==> src/rtl/knn_rd_ctrl.sv <==
// KNN result read-back: buffers K words pushed by the core and serves one per CPU read.
// Reads acknowledge one cycle after acceptance; pushes are refused (and flagged) outside IDLE/FILL.
module knn_rd_ctrl #(
  parameter int DATA_W = 32,
  parameter int K      = 4
) (
  input  logic              clk,
  input  logic              rst,
  input  logic              en,
  input  logic              clear,
  input  logic              res_valid,
  input  logic [DATA_W-1:0] res_data,
  output logic              res_ready,
  input  logic              valid,
  input  logic              wstrb,
  output logic              ready,
  output logic [DATA_W-1:0] rdata,
  output logic              rd_done,
  output logic              busy,
  output logic              overflow
);
  localparam int CNT_W = $clog2(K + 1);
  localparam int IDX_W = (K > 1) ? $clog2(K) : 1;
  localparam logic [CNT_W-1:0] LAST = CNT_W'(K - 1);

  typedef enum logic [1:0] {IDLE, FILL, SERVE, DONE} state_t;

  state_t            state_q, state_d;
  logic [CNT_W-1:0]  fill_cnt_q, fill_cnt_d;
  logic [CNT_W-1:0]  rd_ptr_q, rd_ptr_d;
  logic              ready_q, ready_d;
  logic              rd_done_q, rd_done_d;
  logic              busy_q, busy_d;
  logic              ovf_q, ovf_d;
  logic [DATA_W-1:0] rdata_q, rdata_d;
  logic [DATA_W-1:0] mem_q [2**IDX_W];
  logic              push, drop, rd_acc;

  assign res_ready = en && (state_q == IDLE || state_q == FILL);
  assign push      = res_valid && res_ready && !clear;
  assign drop      = res_valid && en && !res_ready;
  // The !ready_q term keeps a CPU that holds valid through the ack from triggering a second read.
  assign rd_acc    = en && valid && !wstrb && !ready_q;

  always_comb begin
    state_d    = state_q;
    fill_cnt_d = fill_cnt_q;
    rd_ptr_d   = rd_ptr_q;
    ready_d    = rd_acc;
    rd_done_d  = 1'b0;
    ovf_d      = ovf_q;
    rdata_d    = rdata_q;
    if (rd_acc) rdata_d = '0;
    if (en) begin
      if (drop) ovf_d = 1'b1;
      if (clear) begin
        state_d    = IDLE;
        fill_cnt_d = '0;
        rd_ptr_d   = '0;
        ovf_d      = 1'b0;
      end else begin
        case (state_q)
          IDLE, FILL: begin
            if (push) begin
              fill_cnt_d = fill_cnt_q + CNT_W'(1);
              state_d    = (fill_cnt_q == LAST) ? SERVE : FILL;
            end
          end
          SERVE: begin
            if (rd_acc) begin
              rdata_d  = mem_q[rd_ptr_q[IDX_W-1:0]];
              rd_ptr_d = rd_ptr_q + CNT_W'(1);
              if (rd_ptr_q == LAST) state_d = DONE;
            end
          end
          DONE: begin
            rd_done_d  = 1'b1;
            fill_cnt_d = '0;
            rd_ptr_d   = '0;
            state_d    = IDLE;
          end
          default: state_d = IDLE;
        endcase
      end
    end
    busy_d = (state_d != IDLE);
  end

  always_ff @(posedge clk or negedge rst) begin
    if (!rst) begin
      state_q    <= IDLE;
      fill_cnt_q <= '0;
      rd_ptr_q   <= '0;
      ready_q    <= 1'b0;
      rd_done_q  <= 1'b0;
      busy_q     <= 1'b0;
      ovf_q      <= 1'b0;
      rdata_q    <= '0;
    end else begin
      state_q    <= state_d;
      fill_cnt_q <= fill_cnt_d;
      rd_ptr_q   <= rd_ptr_d;
      ready_q    <= ready_d;
      rd_done_q  <= rd_done_d;
      busy_q     <= busy_d;
      ovf_q      <= ovf_d;
      rdata_q    <= rdata_d;
    end
  end

  // Buffer contents need no reset: entries are always written before SERVE reads them.
  always_ff @(posedge clk) begin
    if (push) mem_q[fill_cnt_q[IDX_W-1:0]] <= res_data;
  end

  assign ready    = ready_q;
  assign rdata    = rdata_q;
  assign rd_done  = rd_done_q;
  assign busy     = busy_q;
  assign overflow = ovf_q;

endmodule

==> config.mk <==
export PLATFORM = sky130hd
export DESIGN_NAME = knn_rd_ctrl
export DESIGN_NICKNAME = d
export VERILOG_FILES = /design/src/rtl/knn_rd_ctrl.sv
export SDC_FILE = /design/constraint.sdc
export NUM_CORES = 1
export LEC_CHECK = 0
export CELL_PAD_IN_SITES_DETAIL_PLACEMENT = 0
export CELL_PAD_IN_SITES_GLOBAL_PLACEMENT = 1
export CORE_MARGIN = 3
export CORE_UTILIZATION = 50
export CTS_CLUSTER_SIZE = 8
export DETAILED_ROUTE_END_ITERATION = 8
export GPL_TIMING_DRIVEN = 0
export PLACE_DENSITY = 0.91
export SLEW_MARGIN = 5
export SYNTH_ARGS = -nofsm -noshare
export SYNTH_HDL_FRONTEND = slang
export SYNTH_SLANG_ARGS = --single-unit
export TNS_END_PERCENT = 1
==> constraint.sdc <==
create_clock -name clk -period 3.5 [get_ports clk]
set_input_delay 0.35 -clock clk [delete_from_list [all_inputs] [get_ports clk]]
set_output_delay 0.35 -clock clk [all_outputs]
set_load 0.02 [all_outputs]
== Word level (Yosys, flattened, before mapping) ==
Memories as Yosys holds them, arrays and structs flattened.
Cells that the tools add are included.

* Input port bits: 39
* Memories kept: 1
* Bits in writable memories: 128
* Logic and storage cells: 65
* Output and inout bits: 37
* Register bits: 44

{| class="wikitable"
|+ Memory list
! name !! words !! width !! rd ports !! clocked after memory_dff !! wr ports !! line !! RTL
|-
| mem_q || 4 || 32 || 1 || 0 || 1 || 36 || <nowiki>logic [DATA_W-1:0] mem_q [2**IDX_W];</nowiki>
|}

* Reductions and logical operators: 22
* Add/subtract/negate cells: 2
* Eq/ne operators: 7
* Mux-type cells: 25

{| class="wikitable"
|+ Operators with widths
! kind !! count
|-
| two-way mux 32 bit || 5
|-
| two-way mux 2 bit || 6
|-
| two-way mux 3 bit || 4
|-
| case mux 3 bit (2 select lines) || 2
|-
| logical AND 1 bit || 8
|-
| two-way mux 1 bit || 7
|-
| adder 3 x 1 -> 3 bit, second input constant || 2
|-
| == test 3 x 2 -> 1 bit, second input constant || 2
|-
| != test 3 bit, second input constant || 2
|-
| case mux 2 bit (3 select lines) || 1
|-
| AND reduction 3 bit || 2
|-
| nonzero test 3 bit || 2
|-
| == test 2 bit, second input constant || 2
|-
| zero test 1 bit || 4
|-
| nonzero test 2 bit || 2
|-
| == test 2 x 1 -> 1 bit, second input constant || 1
|-
| zero test 2 bit || 1
|-
| AND reduction 2 bit || 1
|-
| OR reduction 2 bit || 1
|-
| logical OR 1 bit || 1
|}

== Logic depth before layout (Yosys ltp) ==
Gate-level depths: netlist of run 1.

* Depth in word-level cells: 10
* Depth in mapped cells: 8
* Depth with buffers taken out: 5

== Worst setup path after synthesis of run 1 ==
OpenSTA, ideal clock, no wires.

* Path type: register to register
* Start point: register state_q[1]
* End point: memory mem_q[3][0], enable pin
* Clock period less this slack: 2.185 ns
* Path buffers: 1
* Library setup time: 0.392 ns
* Data arrival time: 1.793 ns
* Data required time: 3.108 ns
* Stages on the path, launching flop included: 5
* Slack: 1.315 ns
* Path through: dfrtp_1 -> buf_2 -> nor2b_1 -> nor3b_2 -> and2_1

* Cells in the longest elaborated chain, start to end: 7
* Elaborated cells on any way between the ends: 8
* Those cells by class: 1 x eq/ne; 2 x mux; 5 x reduce/logical

{| class="wikitable"
|+ RTL lines
! item !! line !! RTL
|-
| start, declared || 28 || <nowiki>state_t state_q, state_d;</nowiki>
|-
| start signal, assigned || 100 || <nowiki>state_q <= state_d;</nowiki>
|-
| == test 2 x 1 -> 1 bit or zero test 2 bit (tied branches) || 39 || <nowiki>assign res_ready = en && (state_q == IDLE || state_q == FILL);</nowiki>
|-
| logical OR 1 bit * || 39 ||
|-
| logical AND 1 bit * || 39 ||
|-
| logical AND 1 bit * (2 in series) || 40 || <nowiki>assign push = res_valid && res_ready && !clear;</nowiki>
|-
| two-way mux 1 bit * || 113 || <nowiki>if (push) mem_q[fill_cnt_q[IDX_W-1:0]] <= res_data;</nowiki>
|-
| two-way mux 1 bit (not written as such) * || 113 ||
|-
| end, declared || 36 ||
|}

Every way passes the cells marked *; elsewhere a longest branch is shown, timed or not.

== Worst setup path after layout of run 1 ==
* Start point: register state_q[1]
* End point: memory mem_q[0][1], enable pin

Same word-level chain as after synthesis.

==> flow_summary.yaml, run 1 <==
sta:
  min_period_ns: 2.311
  rsz0062_at_grt: "no"
  post-route-period-util_pct: 66.03
  tightest_slew_ns: 0.9217
  tns_ns: 0
  fmax_ghz: 0.4327
  finClkSkew_ns: 0.006028
  hold_viol: 0
  setup_viol: 0
  maxSlewViolCount: 0
  relSlewSlack_pct: 38.56
  fin_ws_ns: 1.189
logic_synthesis:
  ys_warn_count: 0
  synth_nets: 357
  synth_top_area_share_pct: 59.07
  synthDistinctLibCells: 34
  syn_avg_cell_area_um2: 20.92
  synth_seq_cells: 172
  synth_top_flop_cell: "edfxtp_1"
  synthTopCellsByCount: "edfxtp_1, dfrtp_1, a22o_1"
  synthTopCellsByArea: "edfxtp_1, dfrtp_1, mux4_2"
  synth_edf_count: 128
  synthArstFlopShare_pct: 25.58
  syn_inst: 311
  synth_seq_area_share_pct: 75.99
  synth_top_area_cell: "edfxtp_1"
  synthesis.area_um2: 6507
  synth.most_common_cell: "edfxtp_1"
route:
  wire_per_inst_um: 20.67
  drc: 0
  vias: 3227
  drt_wl_total_um: 12260
  drt_iter0_drc: 201
  drt_pre_antenna_iters: 4
  vias_per_cell: 5.442
  ant_nets: 0
worst_hold_path:
  worstHoldStart: "en"
  hp-class: "in -> reg"
cts:
  clock_tree.buffer_depth: 2
  cts_tree: "yes"
  clk_latency_ns: 0.42
  cts_sinks: 172
  cts_buffers: 17
  post_cts_resized: 0
  cts_setup_buffers: 0
  cts.clk_slew.worst_paths_ns: 0.06
  cts-root-buf: "clkbuf_16"
  htreeDepth: 4
worst_setup_path:
  cp.arrival_ns: 2.35
  critPathMaxFanout: 32
  timing.rr.start: "state_q[1]$_DFF_PN0_"
  start_kind: "register"
  cp-end-kind: "register"
  path_class: "reg -> reg"
  crit_path_start: "state_q[1]$_DFF_PN0_"
  required_ns: 3.54
die:
  die_h_um: 120.1
  die_x_um: 120.1
  core_um2: 12670
  initial_utilization_pct: 51.36
  pin_count: 76
  rows: 41
  dieArea_um2: 14420
power:
  leakagePower_nw: 2.931
  peakVddDrop_v: 0.0004442
  power.density_nw_per_um2: 545.6
placed_design:
  gp_congestion: 0.7003
  dp_slack_ns: 0.8125
  io_buffers: 73
  hpwlAfterDp_um: 7720
final_layout:
  antenna_cells: 0
  areaGrowthSynthToFinish_pct: 25.36
  fillers: 879
  drive_gt1_share_pct: 21.14
  fin_nets: 454
global_routing:
  grt_max_degree: 33
  grt_pass1_wl_um: 19600
  grt_usage_pct: 18.41
  antenna_found_initial: 0
  overflow: 0
  grt_pass1_vias: 3563
flow_run:
  cap_violations: 0
status:
  status: "complete, no violations"
-- cell type report --
type / count / area, µm² / share of cell area [%]
well taps: 172 / 215.2 / 2.638
repair buffers: 78 / 815.8 / 10.00
clock inverters: 13 / 161.4 / 1.979
flip-flops and latches: 172 / 4945 / 60.61
plain buffers: 19 / 148.9 / 1.825
inverters: 8 / 32.53 / 0.3988
multi-input cells: 112 / 1386 / 16.99
clock buffers: 19 / 452.9 / 5.552
-- worst max-delay path: stages (launching register included) --
cell and delay (ns):
dfrtp_1 0.36, buf_2 0.17, nor2b_1 0.20, nor3b_2 0.36
and2_2 0.82
-- through the flow --
step	area (µm²)	hold slack, ns	instances	util [%]	total power, mW
after floorplan	6507	0.05441	311	-	2.452
after global placement	7453	0.4750	556	58.82	2.558
after detailed placement	7533	0.3625	560	59.45	2.575
after CTS	8158	0.1844	593	64.38	4.482
after global routing	8158	0.2178	593	64.38	4.603
final	8158	0.2007	593	64.38	4.451
-- final timing paths --
kind	to	slack, ns	cells after the start
max reg2reg	mem_q[0][1]$_DFFE_PP_	1.19	4
max in group asynchronous	asynchronous set/reset pin	2.52	3
max	mem_q[0][1]$_DFFE_PP_	1.19	4
min	overflow$_DFFE_PN0P_	0.20	2
min reg2reg	rd_ptr_q[2]$_DFFE_PN0P_	0.50	1
min in group asynchronous	asynchronous set/reset pin	0.45	2
-- logic make-up (layout without fill, tap and decap cells) --
logic type / Yosys count / in the layout / synth area share [%]
flops: 172 / 172 / 75.99
compound gates: 46 / 46 / 5.787
mux: 34 / 34 / 11.59
buf+inv: 27 / 137 / 2.788
simple gates: 25 / 25 / 2.500
fa+ha+maj: 7 / 7 / 1.346
-- what timing repair did --
item | 4_1_cts | 5_1_grt
hold buffers | 1 | 0
setup endpoints to repair | 0 | 0
endpoints found under the hold margin | 21 | 0
-- power by group --
part / total [mW] / internal [mW] / switching, mW
clock network: 1.92 / 1.16 / 0.756
logic: 0.282 / 0.145 / 0.137
registers: 2.25 / 2.23 / 0.0154
total: 4.45 / 3.54 / 0.908
-- per-layer routing --
metal  track usage, %  vias up  part of all wire (%)
met5                0        -                     0
met4            6.442        0                   1.0
met3            5.042       10                   5.5
met2            30.70       88                    52
met1            23.46     1667                    42
li1                 -     1462                     -
-- cells in the final DEF, fill, tap and decap left out, types with 2 or more instances in the layout --
cell | netlist | layout
nand2_1 | 3 | 3
clkbuf_16 | 0 | 17
edfxtp_1 | 128 | 128
and2_1 | 6 | 2
inv_6 | 0 | 3
a21oi_1 | 3 | 3
clkbuf_1 | 4 | 4
nor2_1 | 3 | 3
and2_2 | 0 | 4
clkinv_2 | 0 | 2
inv_1 | 6 | 6
dfrtp_1 | 44 | 44
buf_6 | 9 | 9
o21ai_1 | 3 | 3
mux4_2 | 29 | 29
bufinv_16 | 0 | 3
buf_12 | 0 | 4
nor2b_1 | 2 | 2
buf_2 | 5 | 6
clkdlybuf4s50_1 | 0 | 72
clkbuf_8 | 0 | 2
nor3_1 | 4 | 4
clkinvlp_4 | 0 | 3
a22o_1 | 34 | 34
ha_1 | 7 | 7
a32oi_1 | 2 | 2
mux4_1 | 3 | 3
Power figures use the tool's default switching activity.
==> inputs of run 2 (changes only) <==
--- a/config.mk
+++ b/config.mk
@@ -8,11 +8,11 @@
 export CELL_PAD_IN_SITES_DETAIL_PLACEMENT = 0
 export CELL_PAD_IN_SITES_GLOBAL_PLACEMENT = 1
 export CORE_MARGIN = 3
-export CORE_UTILIZATION = 50
+export CORE_UTILIZATION = 43
 export CTS_CLUSTER_SIZE = 8
 export DETAILED_ROUTE_END_ITERATION = 8
 export GPL_TIMING_DRIVEN = 0
-export PLACE_DENSITY = 0.91
+export PLACE_DENSITY = 0.84
 export SLEW_MARGIN = 5
 export SYNTH_ARGS = -nofsm -noshare
 export SYNTH_HDL_FRONTEND = slang
==> constraint.sdc (replaced) <==
create_clock -name clk -period 2 [get_ports clk]
set_input_delay 0.2 -clock clk [delete_from_list [all_inputs] [get_ports clk]]
set_output_delay 0.2 -clock clk [all_outputs]
set_load 0.02 [all_outputs]
==> run 2 against run 1 <==
  * Final cell count rose by 2.0%
  * Clock power up 68%
  * First-iteration DRC count shrank 28%
  * Non-clock buffer count did not move
  * Cell area about the same
  * Clock-buffer cell count shrank 2
  * Global-route usage shrank 2.3 points
  * Critical path depth increased by 1
  * Largest power group unchanged
==> flow_summary.yaml, run 2 (synthesis results as in run 1) <==
sta:
  maxSlewViolCount: 0
  min_period_ns: 1.911
  rsz0062_at_grt: "yes"
  hold_viol: 0
  hold_ws_ns: 0.04225
  setup_viol: 0
  relSlewSlack_pct: 58.46
  tightest_slew_ns: 0.6230
  post-route-period-util_pct: 95.53
  finClkSkew_ns: 0.007770
  fin_ws_ns: 0.08932
  fmax_ghz: 0.5234
worst_setup_path:
  start_kind: "register"
  critPathMaxFanout: 26
  path_class: "reg -> reg"
  rrSetupSlack_ns: 0.09
  cp.arrival_ns: 2.03
  required_ns: 2.11
  cp-end-kind: "register"
cts:
  cts_setup_buffers: 0
  clk_latency_ns: 0.42
  cts-root-buf: "clkbuf_16"
  clock_tree.buffer_depth: 2
  cts_tree: "yes"
  htreeDepth: 4
  cts_sinks: 172
  cts_buffers: 17
  cts.clk_slew.worst_paths_ns: 0.06
final_layout:
  fin_nets: 454
  fillers: 1109
  final_common_cell: "edfxtp_1"
  final_cell_mix: "edfxtp_1, clkdlybuf4s50_1, dfrtp_1"
  drive_gt1_share_pct: 21.62
  antenna_cells: 0
  areaGrowthSynthToFinish_pct: 25.42
die:
  pin_count: 76
  core_um2: 14640
  dieArea_um2: 16650
  rows: 44
  die_h_um: 129.0
  die_x_um: 129.0
  initial_utilization_pct: 44.44
global_routing:
  overflow: 0
  grt_usage_pct: 16.15
  antenna_found_initial: 0
  grt_pass1_vias: 3539
  grt_pass1_wl_um: 19720
  grt_max_degree: 33
route:
  drt_iter0_drc: 144
  ant_nets: 0
  drt_pre_antenna_iters: 4
  vias: 3251
  drt_wl_total_um: 12470
  drc: 0
  vias_per_cell: 5.374
  wire_per_inst_um: 20.62
placed_design:
  io_buffers: 73
  gp_congestion: 0.7667
  dp_slack_ns: -0.6051
  hpwlAfterDp_um: 7781
power:
  clock_power_share_pct: 42.1
  switching_power_mw: 1.640
  combPwrFrac_pct: 6.6
  leakagePower_nw: 2.928
  power_mw: 7.666
  peakVddDrop_v: 0.0006140
  swShare_pct: 21.40
  power.density_nw_per_um2: 939.3
  p_int_mw: 6.026
  seq_power_share_pct: 51.3
worst_hold_path:
  hp-class: "in -> reg"
status:
  status: "complete, no violations"
flow_run:
  cap_violations: 0
[run 2: worst paths after layout]
check                                      from                    endpoint  depth (start not counted)
max                        state_q[1]$_DFF_PN0_      mem_q[2][13]$_DFFE_PP_                          5
min                                          en        overflow$_DFFE_PN0P_                          2
max reg2reg                state_q[1]$_DFF_PN0_      mem_q[2][13]$_DFFE_PP_                          5
min reg2reg                            register                    register                          1
max in group asynchronous                   rst  asynchronous set/reset pin                          3
min in group asynchronous                   rst  asynchronous set/reset pin                          2
[run 2: worst max-delay path, stage by stage (launching register included)]
cell,delay [ns]
dfrtp_1,0.35
buf_2,0.18
nor2b_4,0.15
nor3b_4,0.30
and2_2,0.36
buf_12,0.24
[run 2: layout make-up]
| cell class | count | area (µm²) | area share (%) |
|---|---|---|---|
| Buffer | 19 | 148.9 | 1.824 |
| Clock buffer | 17 | 425.4 | 5.212 |
| Clock inverter | 15 | 162.7 | 1.993 |
| Inverter | 8 | 32.53 | 0.3986 |
| Multi-Input combinational cell | 112 | 1401 | 17.17 |
| Sequential cell | 172 | 4945 | 60.59 |
| Tap cell | 184 | 230.2 | 2.821 |
| Timing Repair Buffer | 78 | 815.8 | 9.995 |
[run 2: what timing repair did]
| action | 4_1_cts | 5_1_grt |
|---|---|---|
| endpoints found under the setup margin | 110 | 94 |
| resized for setup | 3 | 1 |
| hold buffers | 1 | 0 |
| endpoints found under the hold margin | 15 | 0 |
[run 2: power groups by stage]
stage / registers [mW] / clock network, mW / logic [mW]
6_report: 3.94 / 3.23 / 0.504
4_1_cts: 3.93 / 3.30 / 0.513
3_3_place_gp: 4.01 / 0 / 0.478
3_5_place_dp: 4.01 / 0 / 0.508
5_1_grt: 3.94 / 3.45 / 0.548
2_1_floorplan: 4.01 / 0 / 0.277
[run 2: metrics by stage]
step	instances	util, %	TNS [ns]	area (µm²)
after floorplan	311	-	-17.76	6509
after global placement	568	51.01	-163.12	7470
after detailed placement	572	51.55	-41.52	7548
after CTS	605	55.70	0	8157
after global routing	605	55.73	-0.6088	8162
final	605	55.73	0	8162
[run 2: per-layer routing]
metal	part of all wire, %	up-vias	global-route usage, %	wire length, µm
li1	-	1463	-	-
met1	42	1679	20.85	5275
met2	50	94	26.19	6281
met3	6.0	15	5.194	748
met4	1.3	0	5.374	167
met5	0	-	0	0
==> inputs of run 3 (changes only) <==
--- a/config.mk
+++ b/config.mk
@@ -13,7 +13,7 @@
 export DETAILED_ROUTE_END_ITERATION = 8
 export GPL_TIMING_DRIVEN = 0
 export PLACE_DENSITY = 0.84
-export SLEW_MARGIN = 5
+export SLEW_MARGIN = 20
 export SYNTH_ARGS = -nofsm -noshare
 export SYNTH_HDL_FRONTEND = slang
 export SYNTH_SLANG_ARGS = --single-unit
==> run 3 against run 2 <==
  * Sequential share of layout area down 0.60 points
  * Via count up 1.4%
  * Setup slack worse by 0.040 ns
  * Clock power up 12%
  * Critical path depth down 1
  * Cell area up 1.0%
  * Clock-buffer cell count unchanged
  * Worst hold slack worse by 0.0040 ns
  * Critical endpoint is now mem_q[3][0]$_DFFE_PP_
  * Largest cell class unchanged
  * Largest power group unchanged
  * Highest routed layer unchanged
==> flow_summary.yaml, run 3 (synthesis results as in run 1) <==
status:
  status: "complete, no violations"
worst_setup_path:
  start_kind: "register"
  required_ns: 2.06
  cp.arrival_ns: 2.01
  rrSetupSlack_ns: 0.05
  critPathMaxFanout: 32
  timing.rr.start: "state_q[1]$_DFF_PN0_"
  cp-end-kind: "register"
  reg2reg_to: "mem_q[3][0]$_DFFE_PP_"
  path_class: "reg -> reg"
  rr_worst_depth: 4
cts:
  clk_latency_ns: 0.42
  cts_setup_buffers: 0
  cts-root-buf: "clkbuf_16"
  cts.clk_slew.worst_paths_ns: 0.07
  cts_tree: "yes"
  cts_buffers: 17
  htreeDepth: 4
  clock_tree.buffer_depth: 2
  cts_sinks: 172
die:
  die_h_um: 129.0
  rows: 44
  initial_utilization_pct: 44.44
  die_x_um: 129.0
  dieArea_um2: 16650
  pin_count: 76
  core_um2: 14640
placed_design:
  hpwlAfterDp_um: 7929
  dp_slack_ns: -0.6271
  gp_congestion: 0.7667
  placed_cell_area_um2: 7553
  io_buffers: 73
global_routing:
  grt_max_degree: 45
  overflow: 0
  grt_usage_pct: 15.97
  grt_pass1_vias: 3539
  grt_pass1_wl_um: 19530
  antenna_found_initial: 0
sta:
  tns_ns: 0
  tightest_slew_ns: 0.6654
  relSlewSlack_pct: 55.64
  hold_ws_ns: 0.03828
  min_period_ns: 1.950
  rsz0062_at_grt: "yes"
  finClkSkew_ns: 0.006852
  post-route-period-util_pct: 97.52
  fmax_ghz: 0.5127
  fin_ws_ns: 0.04968
  maxSlewViolCount: 0
  hold_viol: 0
  setup_viol: 0
route:
  vias_per_cell: 5.457
  drt_iter0_drc: 169
  wire_per_inst_um: 20.71
  drt_wl_total_um: 12510
  ant_nets: 0
  drt_pre_antenna_iters: 4
  drc: 0
  vias: 3296
final_layout:
  fin_nets: 453
  final_cell_mix: "edfxtp_1, clkdlybuf4s50_1, dfrtp_1"
  antenna_cells: 0
  areaGrowthSynthToFinish_pct: 26.67
  design_area_um2: 8243
  drive_gt1_share_pct: 21.43
  final_common_cell: "edfxtp_1"
power:
  power_mw: 8.058
  leakagePower_nw: 2.972
  peakVddDrop_v: 0.0005944
  power.density_nw_per_um2: 977.5
flow_run:
  cap_violations: 0
worst_hold_path:
  holdPathEnd: "overflow$_DFFE_PN0P_"
  hold_depth: 2
  hp-class: "in -> reg"
  worstHoldStart: "en"
-- run 3: worst max-delay path, stage by stage, from the launching register on --
cell	delay (ns)
dfrtp_1	0.36
buf_2	0.18
nor2b_4	0.15
nor3b_4	0.33
and2_4	0.56
-- run 3: timing repair --
action | 4_1_cts | 5_1_grt
resized for setup | 6 | 1
hold buffers | 1 | 0
endpoints found under the setup margin | 128 | 82
pin swaps | 0 | 1
endpoints found under the hold margin | 44 | 0
-- run 3: cell type report --
type	instances	area (µm²)
multi-input combinational	112	1405
clock inverter	15	235.2
inverter	8	32.53
timing repair buffer	77	820.8
clock buffer	17	425.4
buffer	19	148.9
sequential	172	4945
fill	1114	6401
tap	184	230.2
-- run 3: where the power goes --
group	switching (mW)	internal (mW)	leakage (nW)	total [mW]
sequential	0.0267	3.91	1.77	3.94
clock	1.37	2.25	0.321	3.62
combinational	0.245	0.261	0.885	0.506
-- run 3: metrics by stage --
step,cells,utilization [%]
3_5_place_dp,571,51.58
3_3_place_gp,568,51.01
6_report,604,56.29
2_1_floorplan,311,-
5_1_grt,604,56.29
4_1_cts,604,56.25
-- run 3: metal layers --
metal / part of all wire [%] / track usage [%]
met5: 0 / 0
met4: 1.2 / 4.756
met3: 5.8 / 5.359
met2: 50 / 25.70
met1: 43 / 20.92
-- run 3: worst max-delay path by stage --
stage | startpoint | end | cells past startpoint
2_1_floorplan | state_q[1]$_DFF_PN0_ | mem_q[1][0]$_DFFE_PP_ | 4
3_3_place_gp | res_valid | mem_q[0][4]$_DFFE_PP_ | 4
3_5_place_dp | res_valid | mem_q[3][4]$_DFFE_PP_ | 4
4_1_cts | state_q[1]$_DFF_PN0_ | mem_q[3][3]$_DFFE_PP_ | 4
5_1_grt | state_q[1]$_DFF_PN0_ | mem_q[3][0]$_DFFE_PP_ | 4
6_report | state_q[1]$_DFF_PN0_ | mem_q[3][0]$_DFFE_PP_ | 4
